<file path="config.mk">
export PLATFORM = sky130hd
export DESIGN_NAME = digital_clock_ctrl
export DESIGN_NICKNAME = d
export VERILOG_FILES = /design/src/rtl/digital_clock_ctrl.sv
export SDC_FILE = /design/constraint.sdc
export NUM_CORES = 1
export LEC_CHECK = 0
export CORE_MARGIN = 10
export CORE_UTILIZATION = 60
export CTS_CLUSTER_DIAMETER = 120
export CTS_CLUSTER_SIZE = 12
export DETAILED_ROUTE_END_ITERATION = 7
export MAX_ROUTING_LAYER = met4
export PLACE_DENSITY = 0.91
export SYNTH_ARGS = -nofsm -noshare
export SYNTH_HDL_FRONTEND = slang
export SYNTH_SLANG_ARGS = --single-unit
</file>
<file path="constraint.sdc">
create_clock -name clk -period 12.62 [get_ports clk]
set_input_delay 3.155 -clock clk [delete_from_list [all_inputs] [get_ports clk]]
set_output_delay 3.155 -clock clk [all_outputs]
set_load 0.01 [all_outputs]
</file>
<file path="src/rtl/digital_clock_ctrl.sv">
// digital_clock_ctrl: 24 h BCD timekeeper with a prescaled 1 Hz tick, a
// key-driven field adjust FSM, 12/24 h display conversion, hourly chime,
// hh:mm alarm and a blink strobe for the field being adjusted.
// key_sel / key_inc are single-cycle, already-debounced pulses: each cycle
// they are high counts as one press, and key_sel beats key_inc.
module digital_clock_ctrl #(
  parameter int TICK_DIV  = 50000000,
  parameter int BLINK_DIV = 25000000
) (
  input  logic       clk,
  input  logic       cr,
  input  logic       mode_12h,
  input  logic       key_sel,
  input  logic       key_inc,
  input  logic       alarm_en,
  input  logic [7:0] alarm_h,
  input  logic [7:0] alarm_m,
  output logic [3:0] bcd_su,
  output logic [3:0] bcd_st,
  output logic [3:0] bcd_mu,
  output logic [3:0] bcd_mt,
  output logic [3:0] bcd_hu,
  output logic [3:0] bcd_ht,
  output logic       pm,
  output logic [1:0] sel_field,
  output logic       blink,
  output logic       tick,
  output logic       chime,
  output logic       alarm
);
  localparam int TW = (TICK_DIV > 1) ? $clog2(TICK_DIV) : 1;
  localparam int BW = (BLINK_DIV > 1) ? $clog2(BLINK_DIV) : 1;

  typedef enum logic [1:0] {RUN = 2'd0, SET_HOUR = 2'd1, SET_MIN = 2'd2, SET_SEC = 2'd3} state_e;

  state_e        state_q;
  logic [TW-1:0] pre_q, pre_d;
  logic [BW-1:0] bl_cnt_q;
  logic          blink_q, chime_q, alarm_q;
  logic [3:0]    su_q, st_q, mu_q, mt_q, hu_q, ht_q;
  logic [3:0]    su_d, st_d, mu_d, mt_d, hu_d, ht_d;
  logic [3:0]    hn_t, hn_u, mn_t, mn_u;
  logic          tick_w, inc_w, sec_wrap, min_wrap, min_roll, hour_roll, alarm_hit;
  logic [4:0]    h_bin, h_disp;

  assign tick_w    = (pre_q == TW'(TICK_DIV - 1));
  assign inc_w     = key_inc & ~key_sel;
  assign sec_wrap  = (st_q == 4'd5) && (su_q == 4'd9);
  assign min_wrap  = (mt_q == 4'd5) && (mu_q == 4'd9);
  assign min_roll  = (state_q == RUN) && tick_w && sec_wrap;
  assign hour_roll = min_roll && min_wrap;

  // Field successors without carry-out: hour 23->00, minute 59->00
  always_comb begin
    if (ht_q == 4'd2 && hu_q == 4'd3) begin
      hn_t = 4'd0; hn_u = 4'd0;
    end else if (hu_q == 4'd9) begin
      hn_t = ht_q + 4'd1; hn_u = 4'd0;
    end else begin
      hn_t = ht_q; hn_u = hu_q + 4'd1;
    end
    if (min_wrap) begin
      mn_t = 4'd0; mn_u = 4'd0;
    end else if (mu_q == 4'd9) begin
      mn_t = mt_q + 4'd1; mn_u = 4'd0;
    end else begin
      mn_t = mt_q; mn_u = mu_q + 4'd1;
    end
  end

  // Next time and prescaler: ticks advance with carry only in RUN, keys adjust one field in SET
  always_comb begin
    su_d = su_q; st_d = st_q; mu_d = mu_q; mt_d = mt_q; hu_d = hu_q; ht_d = ht_q;
    pre_d = tick_w ? '0 : pre_q + TW'(1);
    unique case (state_q)
      RUN: begin
        if (tick_w) begin
          if (sec_wrap) begin
            su_d = 4'd0; st_d = 4'd0;
            mt_d = mn_t; mu_d = mn_u;
            if (min_wrap) begin
              ht_d = hn_t; hu_d = hn_u;
            end
          end else if (su_q == 4'd9) begin
            su_d = 4'd0; st_d = st_q + 4'd1;
          end else begin
            su_d = su_q + 4'd1;
          end
        end
      end
      SET_HOUR: if (inc_w) begin ht_d = hn_t; hu_d = hn_u; end
      SET_MIN:  if (inc_w) begin mt_d = mn_t; mu_d = mn_u; end
      SET_SEC:  if (inc_w) begin su_d = 4'd0; st_d = 4'd0; pre_d = '0; end
    endcase
  end

  // Internal time is legal BCD, so an out-of-range alarm value can never compare equal
  assign alarm_hit = alarm_en && min_roll && ({ht_d, hu_d} == alarm_h) && ({mt_d, mu_d} == alarm_m);

  // Time and prescaler registers
  always_ff @(posedge clk) begin
    if (cr) begin
      su_q <= 4'd0; st_q <= 4'd0; mu_q <= 4'd0; mt_q <= 4'd0; hu_q <= 4'd0; ht_q <= 4'd0;
      pre_q <= '0;
    end else begin
      su_q <= su_d; st_q <= st_d; mu_q <= mu_d; mt_q <= mt_d; hu_q <= hu_d; ht_q <= ht_d;
      pre_q <= pre_d;
    end
  end

  // Adjust FSM with registered blink, chime and alarm outputs
  always_ff @(posedge clk) begin
    if (cr) begin
      state_q  <= RUN;
      bl_cnt_q <= '0;
      blink_q  <= 1'b1;
      chime_q  <= 1'b0;
      alarm_q  <= 1'b0;
    end else begin
      chime_q <= hour_roll;
      if (key_sel) begin
        unique case (state_q)
          RUN:      state_q <= SET_HOUR;
          SET_HOUR: state_q <= SET_MIN;
          SET_MIN:  state_q <= SET_SEC;
          SET_SEC:  state_q <= RUN;
        endcase
        bl_cnt_q <= '0;
        blink_q  <= 1'b1;
      end else if (state_q == RUN) begin
        bl_cnt_q <= '0;
        blink_q  <= 1'b1;
      end else if (bl_cnt_q == BW'(BLINK_DIV - 1)) begin
        bl_cnt_q <= '0;
        blink_q  <= ~blink_q;
      end else begin
        bl_cnt_q <= bl_cnt_q + BW'(1);
      end
      // clear conditions win; a minute rollover re-evaluates the match
      if (!alarm_en || (key_sel && state_q == RUN)) alarm_q <= 1'b0;
      else if (min_roll) alarm_q <= alarm_hit;
    end
  end

  // Display conversion: 24 h pass-through, or 12 h with 00 shown as 12
  assign h_bin = 5'(ht_q) * 5'd10 + 5'(hu_q);
  always_comb begin
    h_disp = h_bin;
    pm     = 1'b0;
    bcd_ht = ht_q;
    bcd_hu = hu_q;
    if (mode_12h) begin
      if (h_bin == 5'd0) h_disp = 5'd12;
      else if (h_bin >= 5'd12) begin
        pm = 1'b1;
        if (h_bin > 5'd12) h_disp = h_bin - 5'd12;
      end
      if (h_disp >= 5'd10) begin
        bcd_ht = 4'd1; bcd_hu = 4'(h_disp - 5'd10);
      end else begin
        bcd_ht = 4'd0; bcd_hu = h_disp[3:0];
      end
    end
  end

  assign bcd_su    = su_q;
  assign bcd_st    = st_q;
  assign bcd_mu    = mu_q;
  assign bcd_mt    = mt_q;
  assign sel_field = state_q;
  assign blink     = blink_q;
  assign tick      = tick_w;
  assign chime     = chime_q;
  assign alarm     = alarm_q;
endmodule

</file>
==> results.py, run 1 <==
metrics = {
    "run_status": {
        "outcome": "finished, final reports clean",
    },
    "synth": {
        "yosysWarnings": 0,
        "synth_cells": 635,
        "synth_top_area_cell": "dfxtp_1",
        "syn_area_per_cell_um2": 7.96,
        "synth_area_leaders": "dfxtp_1 (32%), xor2_1 (7.8%), nor2_1 (7.6%)",
        "synth_edf_count": 0,
        "synth-seq-cells": 80,
        "synth-main-ff-cell": "dfxtp_1",
        "syn_nets": 681,
        "synth_top_area_frac": 0.317,
        "synthArstFlopShare": 0,
        "yosysUniqueCellTypes": 61,
        "syn_area_um2": 5060,
        "seq_area_frac_synth": 0.317,
    },
    "clock_network": {
        "cts.clk_slew.worst_paths_ns": 0.09,
        "cts_resized": 0,
        "ctsRootBufferMaster": "clkbuf_8",
        "insertion_delay_ns": 0.37,
        "htree_levels": 3,
        "cts_hold_buf": 0,
        "cts_setup_buffers": 0,
        "cts_tree": "built",
        "cts_max_path_buffers": 2,
        "numClockSinks": 80,
        "numCtsBuffers": 9,
    },
    "power": {
        "p_per_area_nw_per_um2": 88.5,
        "vdd_drop_max_uv": 52.1,
        "leakagePower_nw": 2.08,
        "fin_total_pwr_uw": 513,
    },
    "placed_design": {
        "dpl.hpwl_mm": 9.67,
        "place_worst_setup_slack_ns": 4.77,
        "dpl.cell_count": 768,
        "place.gp.congestion": 0.902,
        "portBuffers": 52,
        "place_area_um2": 5620,
    },
    "routing": {
        "post_drt_wl_per_cell_um": 16.8,
        "via_per_inst": 6.24,
        "vias": 4891,
        "antenna_left": 0,
        "drc": 0,
        "firstDrtPassIters": 5,
        "drt-initial-drc-count": 381,
        "drt_wl_total_mm": 13.2,
    },
    "setup_path": {
        "rr_worst_depth": 10,
        "cp-start-kind": "input pin",
        "critPathCaptureType": "primary output",
        "required_ns": 9.47,
        "rrSetupSlack_ns": 9.07,
        "r2r_start": "sel_field[1]",
        "path_class": "in2out",
        "timing.rr.end": "alarm",
        "crit_path_max_fanout": 11,
        "crit_arrival_ns": 4.76,
    },
    "die": {
        "core-area_um2": 8220,
        "die_width_um": 112,
        "die_area_um2": 12500,
        "chipHeight_um": 112,
        "initial_core_util": 0.615,
        "pin_count": 53,
        "rows": 33,
    },
    "worst_hold_path": {
        "hp-start": "bl_cnt_q[0]",
        "hold_path_depth": 1,
        "hold_path.class": "reg2reg",
        "whs_endpoint": "bl_cnt_q[0]",
    },
    "sta": {
        "final-setup-viol-count": 0,
        "fmax_mhz": 126,
        "skew_ns": 0.0140,
        "hold_viol_final": 0,
        "fin_tns_setup_ns": 0,
        "hold-worst-slack_ns": 0.482,
        "period_needed_ns": 7.92,
        "layout_setup_ws_ns": 4.70,
        "worst_slew_pin_slew_ns": 1.03,
        "finalCritPeriodShare": 0.627,
        "maxSlewViolCount": 0,
        "max_slew_margin": 0.307,
        "rsz0062_at_grt": "false",
    },
    "grt": {
        "met1_usage": 0.254,
        "grt_use_total": 0.210,
        "busiest_layer": "met2",
        "first_global_vias": 4658,
        "gr-total-overflow": 0,
        "grt_pass1_wl_mm": 22.0,
        "use_met2": 0.327,
        "grt_start_max_net_pins": 33,
        "use_met3": 0.0446,
        "grt_antenna_before_repair": 0,
    },
    "layout": {
        "fin_cells": 784,
        "fin_util": 0.706,
        "nets": 720,
        "design_area_um2": 5800,
        "drive_gt1_frac": 0.0501,
        "area_delta_synth_final_pct": 14.7,
        "antennaDiodeCount": 0,
    },
    "flow_run": {
        "cap_violations": 0,
    },
}
worst max path at each step:
stage | end | depth (start not counted) | startpoint | slack, ns
after global placement | bcd_hu[1] | 3 | mode_12h | 4.84
after detailed placement | bcd_ht[0] | 4 | mode_12h | 4.77
after global routing | bcd_hu[2] | 15 | ht_q[0] | 4.47
final | bcd_ht[0] | 4 | mode_12h | 4.70
after CTS | bcd_ht[0] | 4 | mode_12h | 4.76
after floorplan | bcd_hu[1] | 2 | mode_12h | 5.73
cell type report:
| cell class | instances | area [um2] |
|---|---|---|
| clock buffers | 9 | 124 |
| clock inverters | 7 | 55.1 |
| fillers | 617 | 2420 |
| inverters | 22 | 82.6 |
| multi-input cells | 508 | 3280 |
| flip-flops and latches | 80 | 1600 |
| well taps | 105 | 131 |
| repair buffers | 53 | 528 |
per-layer routing:
metal,up-vias,wire [um]
met3,41,1090
met1,2322,5550
met5,-,0
met2,213,6130
met4,0,386
li1,2315,-
layout by cell type, fill, tap and decap left out, drive strengths merged, types with 21 or more instances in the layout:
master | synthesis | layout
nor2 | 102 | 102
a21oi | 32 | 32
xor2 | 45 | 45
inv | 22 | 25
ha | 23 | 23
o21ai | 21 | 21
xnor2 | 21 | 21
nand2 | 55 | 55
nand3 | 30 | 30
dfxtp | 80 | 80
clkdlybuf4s50 | 0 | 52
worst max-delay path: stages:
cell and delay, ns:
clkdlybuf4s50_1 0.72, nor2_1 0.09, a21oi_1 0.19, clkdlybuf4s50_1 0.61
sequential cells by signal (all words and copies together) (netlist names):
name       cells
ht_q           4
bcd_mt         4
pre_q         26
bl_cnt_q      25
bcd_mu         4
hu_q           4
blink          1
bcd_st         4
sel_field      2
bcd_su         4
alarm          1
chime          1
report_power, final:
part / total [mW] / internal (mW) / switching, mW
Clock: 0.179 / 0.0735 / 0.106
Sequential: 0.263 / 0.256 / 0.00646
Combinational: 0.0716 / 0.0306 / 0.0410
Total: 0.513 / 0.360 / 0.153
synth_stat cells, drive strengths merged, types with 2 or more instances:
cell / n
a211oi: 4
a21o: 4
a21oi: 32
a221oi: 3
a222oi: 3
a31oi: 3
and2: 10
and3: 16
and3b: 5
and4: 7
clkbuf: 24
dfxtp: 80
ha: 23
inv: 22
mux2: 4
mux2i: 12
nand2: 55
nand2b: 4
nand3: 30
nand3b: 4
nand4: 10
nand4b: 2
nor2: 102
nor2b: 13
nor3: 16
nor4: 12
nor4b: 3
nor4bb: 3
o211ai: 3
o21a: 4
o21ai: 21
o221a: 4
o31ai: 3
or3: 5
or3b: 2
or4: 5
xnor2: 21
xor2: 45
kinds of logic (layout without fill, tap and decap cells):
kind of cell	after synthesis	after routing	share of synthesized area
mux	16	16	0.0327
simple gates	307	307	0.314
buf+inv	47	91	0.0351
xor+xnor	66	66	0.114
compound gates	95	95	0.126
flops	80	80	0.317
fa+ha+maj	24	24	0.0609
Note: power is estimated with default switching activity, not from simulation.
==> run 2, diff against run 1 <==
--- a/config.mk
+++ b/config.mk
@@ -6,12 +6,12 @@
 export NUM_CORES = 1
 export LEC_CHECK = 0
 export CORE_MARGIN = 10
-export CORE_UTILIZATION = 60
+export CORE_UTILIZATION = 57
 export CTS_CLUSTER_DIAMETER = 120
 export CTS_CLUSTER_SIZE = 12
 export DETAILED_ROUTE_END_ITERATION = 7
 export MAX_ROUTING_LAYER = met4
-export PLACE_DENSITY = 0.91
+export PLACE_DENSITY = 0.87
 export SYNTH_ARGS = -nofsm -noshare
 export SYNTH_HDL_FRONTEND = slang
 export SYNTH_SLANG_ARGS = --single-unit
==> constraint.sdc (replaced) <==
create_clock -name clk -period 7.8 [get_ports clk]
set_input_delay 1.95 -clock clk [delete_from_list [all_inputs] [get_ports clk]]
set_output_delay 1.95 -clock clk [all_outputs]
set_load 0.01 [all_outputs]
==> results.py, run 2 (synthesis results as in run 1) <==
metrics = {
    "run_status": {
        "violations": "DRC",
        "outcome": "finished, violations left",
    },
    "sta": {
        "maxSlewViolCount": 0,
        "skew_ns": 0.0166,
        "period_needed_ns": 6.65,
        "rsz0062_at_grt": "false",
        "fmax_mhz": 150,
        "fin_tns_setup_ns": 0,
        "finalCritPeriodShare": 0.853,
        "worst_slew_pin_slew_ns": 0.909,
        "hold_viol_final": 0,
        "final-setup-viol-count": 0,
        "max_slew_margin": 0.389,
    },
    "power": {
        "leakagePower_nw": 2.09,
        "vdd_drop_max_uv": 101,
        "p_per_area_nw_per_um2": 147,
    },
    "die": {
        "die_width_um": 114,
        "die_area_um2": 13000,
        "initial_core_util": 0.583,
        "core-area_um2": 8680,
        "chipHeight_um": 114,
        "rows": 34,
        "pin_count": 53,
    },
    "layout": {
        "drive_gt1_frac": 0.0485,
        "antennaDiodeCount": 0,
        "nets": 721,
        "final_cell_mix": "nor2_1 (102), dfxtp_1 (80), nand2_1 (55)",
        "design_area_um2": 5830,
        "layout_commonest_cell": "nor2_1",
        "area_delta_synth_final_pct": 15.3,
        "top_register": "pre_q",
        "fin_cells": 788,
        "largest_reg_flops": 26,
        "largestRegisters": "pre_q x26, bl_cnt_q x25",
    },
    "clock_network": {
        "ctsRootBufferMaster": "clkbuf_8",
        "cts_hold_buf": 0,
        "numClockSinks": 80,
        "insertion_delay_ns": 0.36,
        "cts_setup_buffers": 0,
        "htree_levels": 3,
        "cts.clk_slew.worst_paths_ns": 0.08,
        "numCtsBuffers": 9,
        "cts_tree": "built",
        "cts_max_path_buffers": 2,
        "cts_resized": 0,
    },
    "setup_path": {
        "crit_path_max_fanout": 10,
        "cp_slowest_stage_delay_ns": 0.55,
        "path_cells": "ha_1 > ha_1 > xor2_1 > inv_1 > ha_1 > and2_1 > or3_1 > o21ai_0 > ha_1 > inv_1 > a31o_2 > a21oi_1 > mux2_2 > a21oi_1 > clkdlybuf4s50_1",
        "required_ns": 5.85,
        "critPathCaptureType": "primary output",
        "cp-start-kind": "register",
        "crit_top_cell": "ha_1",
        "crit_arrival_ns": 4.70,
        "path_class": "reg2out",
        "cp_slowest_cell": "clkdlybuf4s50_1",
    },
    "grt": {
        "grt_pass1_wl_mm": 22.1,
        "grt_use_total": 0.206,
        "grt_antenna_before_repair": 0,
        "grt_start_max_net_pins": 33,
        "first_global_vias": 4638,
        "gr-total-overflow": 0,
    },
    "worst_hold_path": {
        "hold_path.class": "reg2reg",
    },
    "routing": {
        "firstDrtPassIters": 8,
        "drc": 1,
        "drt_wl_total_mm": 13.3,
        "vias": 4830,
        "post_drt_wl_per_cell_um": 16.9,
        "drt-initial-drc-count": 365,
        "via_per_inst": 6.13,
        "antenna_left": 0,
    },
    "placed_design": {
        "dpl.cell_count": 772,
        "dpl.hpwl_mm": 9.79,
        "portBuffers": 52,
        "place.gp.congestion": 0.897,
        "place_area_um2": 5630,
    },
    "flow_run": {
        "cap_violations": 0,
    },
}
run 2: cell count changes in the layout (fill, tap and decap cells not counted):
cell,delta
clkbuf_8,+1
clkbuf_1,+2
buf_4,+1
clkinv_2,-1
bufinv_16,+1
inv_6,-3
run 2: layout make-up:
class,instances,area (um2)
Fill cell,701,2850
Timing Repair Buffer,54,536
Inverter,22,82.6
Sequential cell,80,1600
Multi-Input combinational cell,508,3280
Clock inverter,4,53.8
Clock buffer,12,145
Tap cell,108,135
run 2: power breakdown:
part | internal (mW) | switching, mW
sequential | 0.414 | 0.0103
clock | 0.158 | 0.157
combinational | 0.0495 | 0.0650
total | 0.622 | 0.233
run 2: worst paths after layout:
path | from | endpoint | slack (ns) | cells after the start
max | ht_q[0] | bcd_hu[2] | 1.15 | 15
max reg2reg | sel_field[0] | alarm | 4.19 | 10
min reg2reg | bl_cnt_q[0] | bl_cnt_q[0] | 0.47 | 1
min | bl_cnt_q[0] | bl_cnt_q[0] | 0.47 | 1
run 2: metrics by stage:
step	hold WS [ns]	setup slack [ns]	utilization	total power, mW
after CTS	0.478	1.13	0.672	0.857
after global placement	0.442	1.80	0.649	0.543
after detailed placement	0.461	1.53	0.649	0.546
after floorplan	0.426	2.45	-	0.501
final	0.467	1.15	0.672	0.854
after global routing	0.504	0.902	0.672	0.885
run 2: critical path, delay by kind of cell, from the launching register on:
family / cells / cell delay (ns)
xor gates and xnor gates: 1 / 0.33
and+or+nand+nor: 2 / 0.50
AOI/OAI and AO/OA: 4 / 0.82
buffers and inverters: 3 / 0.69
muxes: 1 / 0.37
DFF: 1 / 0.53
adders and majority gates: 4 / 1.11
run 2: layer usage:
metal  track usage  routed length [um]  part of all wire  up-vias
met5             -                   0                 0        -
met4        0.0844                 327             0.025        0
met3        0.0425                1070             0.080       35
met2         0.339                6460              0.48      216
met1         0.240                5480              0.41     2270
li1              -                   -                 -     2309
==> run 3, diff against run 2 <==
--- a/config.mk
+++ b/config.mk
@@ -5,13 +5,16 @@
 export SDC_FILE = /design/constraint.sdc
 export NUM_CORES = 1
 export LEC_CHECK = 0
+export ABC_AREA = 1
+export CELL_PAD_IN_SITES_DETAIL_PLACEMENT = 0
+export CELL_PAD_IN_SITES_GLOBAL_PLACEMENT = 1
 export CORE_MARGIN = 10
-export CORE_UTILIZATION = 57
+export CORE_UTILIZATION = 41
 export CTS_CLUSTER_DIAMETER = 120
 export CTS_CLUSTER_SIZE = 12
 export DETAILED_ROUTE_END_ITERATION = 7
 export MAX_ROUTING_LAYER = met4
-export PLACE_DENSITY = 0.87
+export PLACE_DENSITY = 0.88
 export SYNTH_ARGS = -nofsm -noshare
 export SYNTH_HDL_FRONTEND = slang
 export SYNTH_SLANG_ARGS = --single-unit
==> results.py, run 3 <==
metrics = {
    "clock_network": {
        "cts_setup_buffers": 0,
        "htree_levels": 3,
        "insertion_delay_ns": 0.35,
        "cts_hold_buf": 0,
        "cts_max_path_buffers": 2,
        "numClockSinks": 80,
        "ctsRootBufferMaster": "clkbuf_16",
        "cts_resized": 0,
        "cts_tree": "built",
        "numCtsBuffers": 9,
        "cts.clk_slew.worst_paths_ns": 0.06,
    },
    "sta": {
        "period_needed_ns": 5.52,
        "fmax_mhz": 181,
        "worst_slew_pin_slew_ns": 1.13,
        "maxSlewViolCount": 0,
        "finalCritPeriodShare": 0.708,
        "hold_viol_final": 0,
        "skew_ns": 0.00637,
        "max_slew_margin": 0.246,
        "rsz0062_at_grt": "false",
        "layout_setup_ws_ns": 2.28,
        "fin_tns_setup_ns": 0,
        "final-setup-viol-count": 0,
    },
    "layout": {
        "antennaDiodeCount": 0,
        "layout_commonest_cell": "nand2_1",
        "nets": 946,
        "fill_cells": 1395,
        "largestRegisters": "pre_q x26, bl_cnt_q x25",
        "largest_reg_flops": 26,
        "drive_gt1_frac": 0.0840,
        "design_area_um2": 6450,
        "top_register": "pre_q",
        "area_delta_synth_final_pct": 18.2,
        "final_cell_mix": "nand2_1 (216), nor2_1 (121), inv_1 (87)",
    },
    "grt": {
        "grt_antenna_before_repair": 0,
        "grt_start_max_net_pins": 26,
        "gr-total-overflow": 0,
        "grt_pass1_wl_mm": 23.5,
        "grt_use_total": 0.160,
        "first_global_vias": 4930,
    },
    "placed_design": {
        "dpl.hpwl_mm": 10.6,
        "place_area_um2": 6130,
        "place.gp.congestion": 0.879,
        "place_worst_setup_slack_ns": 2.32,
        "portBuffers": 52,
    },
    "setup_path": {
        "rrSetupSlack_ns": 4.81,
        "critPathCaptureType": "primary output",
        "crit_path_max_fanout": 5,
        "cp-start-kind": "register",
        "path_class": "reg2out",
        "r2r_start": "sel_field[1]",
        "rr_worst_depth": 13,
        "required_ns": 5.85,
        "crit_arrival_ns": 3.57,
        "timing.rr.end": "alarm",
    },
    "routing": {
        "firstDrtPassIters": 5,
        "post_drt_wl_per_cell_um": 13.0,
        "antenna_left": 0,
        "via_per_inst": 4.95,
        "drt_wl_total_mm": 14.0,
        "drc": 0,
        "drt-initial-drc-count": 302,
        "vias": 5349,
    },
    "synth": {
        "yosysUniqueCellTypes": 51,
        "synth_top_area_frac": 0.294,
        "synth-main-ff-cell": "dfxtp_1",
        "synth_area_leaders": "dfxtp_1 (29%), nand2_1 (15%), nor2_1 (8.3%)",
        "synthArstFlopShare": 0,
        "yosysWarnings": 0,
        "syn_nets": 897,
        "synth_top_area_cell": "dfxtp_1",
        "syn_area_um2": 5450,
        "syn_area_per_cell_um2": 6.41,
        "synth-seq-cells": 80,
        "seq_area_frac_synth": 0.294,
        "synth_edf_count": 0,
        "synth_commonest_cells": "nand2_1 (216), nor2_1 (121), inv_1 (87), dfxtp_1 (80), nand3_1 (63)",
        "synth_cells": 851,
        "yosysMostFrequentCell": "nand2_1",
    },
    "die": {
        "die_width_um": 135,
        "chipHeight_um": 135,
        "rows": 42,
        "die_area_um2": 18300,
        "pin_count": 53,
        "initial_core_util": 0.415,
        "core-area_um2": 13100,
    },
    "worst_hold_path": {
        "hp-start": "pre_q[0]",
        "hold_path.class": "reg2reg",
        "hold_path_depth": 1,
        "whs_endpoint": "pre_q[0]",
    },
    "power": {
        "leakagePower_nw": 2.57,
        "vdd_drop_max_uv": 139,
        "fin_total_pwr_mw": 1.27,
        "p_per_area_nw_per_um2": 197,
    },
    "flow_run": {
        "cap_violations": 0,
    },
    "run_status": {
        "outcome": "finished, final reports clean",
    },
}
## run 3: critical path, cell delays in order (launching register included)
cell,delay (ns)
dfxtp_1,0.42
ha_1,0.27
ha_1,0.31
xnor2_1,0.30
inv_1,0.08
ha_1,0.18
inv_1,0.08
nor3_1,0.06
o21ai_2,0.18
nor2_2,0.05
nor2_2,0.12
ha_1,0.21
nand2_1,0.06
nand2_1,0.08
nand2_2,0.06
nand2_2,0.08
nand2_1,0.06
o21ai_1,0.07
clkdlybuf4s50_1,0.55
## run 3: power breakdown
group | internal (mW) | switching (mW) | total [mW]
clock | 0.261 | 0.186 | 0.448
sequential | 0.424 | 0.0241 | 0.448
combinational | 0.153 | 0.218 | 0.371
total | 0.839 | 0.429 | 1.27
## run 3: cell families (layout without fill, tap and decap cells)
logic type	count (synthesis)	after routing	share of synthesized area
XOR/XNOR	25	25	0.0415
buffers and inverters	125	179	0.0883
adder cells (fa/ha/maj)	24	24	0.0564
AO/OA/AOI/OAI	102	102	0.106
flip-flops	80	80	0.294
AND/OR/NAND/NOR	495	495	0.413
## run 3: cell type report
class                      instances  area [um2]  share of cell area
tap                              176         220              0.0342
timing repair buffer              53         528              0.0819
clock buffer                      10         239              0.0371
sequential                        80        1600               0.248
clock inverter                     6        73.8              0.0115
multi-input combinational        646        3370               0.523
inverter                         110         414              0.0642
## run 3: metrics by stage
step / hold slack [ns] / util / std cells
floorplan: 0.418 / - / 851
global placement: 0.430 / 0.467 / 1065
detailed placement: 0.441 / 0.467 / 1065
CTS: 0.456 / 0.491 / 1081
global route: 0.476 / 0.491 / 1081
finish: 0.449 / 0.491 / 1081
## run 3: layer usage
layer / routed length [um] / GRT usage / vias up
li1: - / - / 2853
met1: 7010 / 0.210 / 2386
met2: 6200 / 0.242 / 95
met3: 660 / 0.0308 / 15
met4: 150 / 0.0520 / 0
met5: 0 / - / -
## run 3: how the worst max path moves through the flow
stage,from,to,slack [ns],depth (start not counted)
finish,ht_q[2],bcd_hu[1],2.28,18
global route,ht_q[2],bcd_hu[1],1.97,18
CTS,ht_q[2],bcd_hu[1],2.27,18
detailed placement,mode_12h,bcd_hu[2],2.32,4
global placement,mode_12h,bcd_hu[2],2.32,4
floorplan,mode_12h,bcd_hu[2],3.36,3
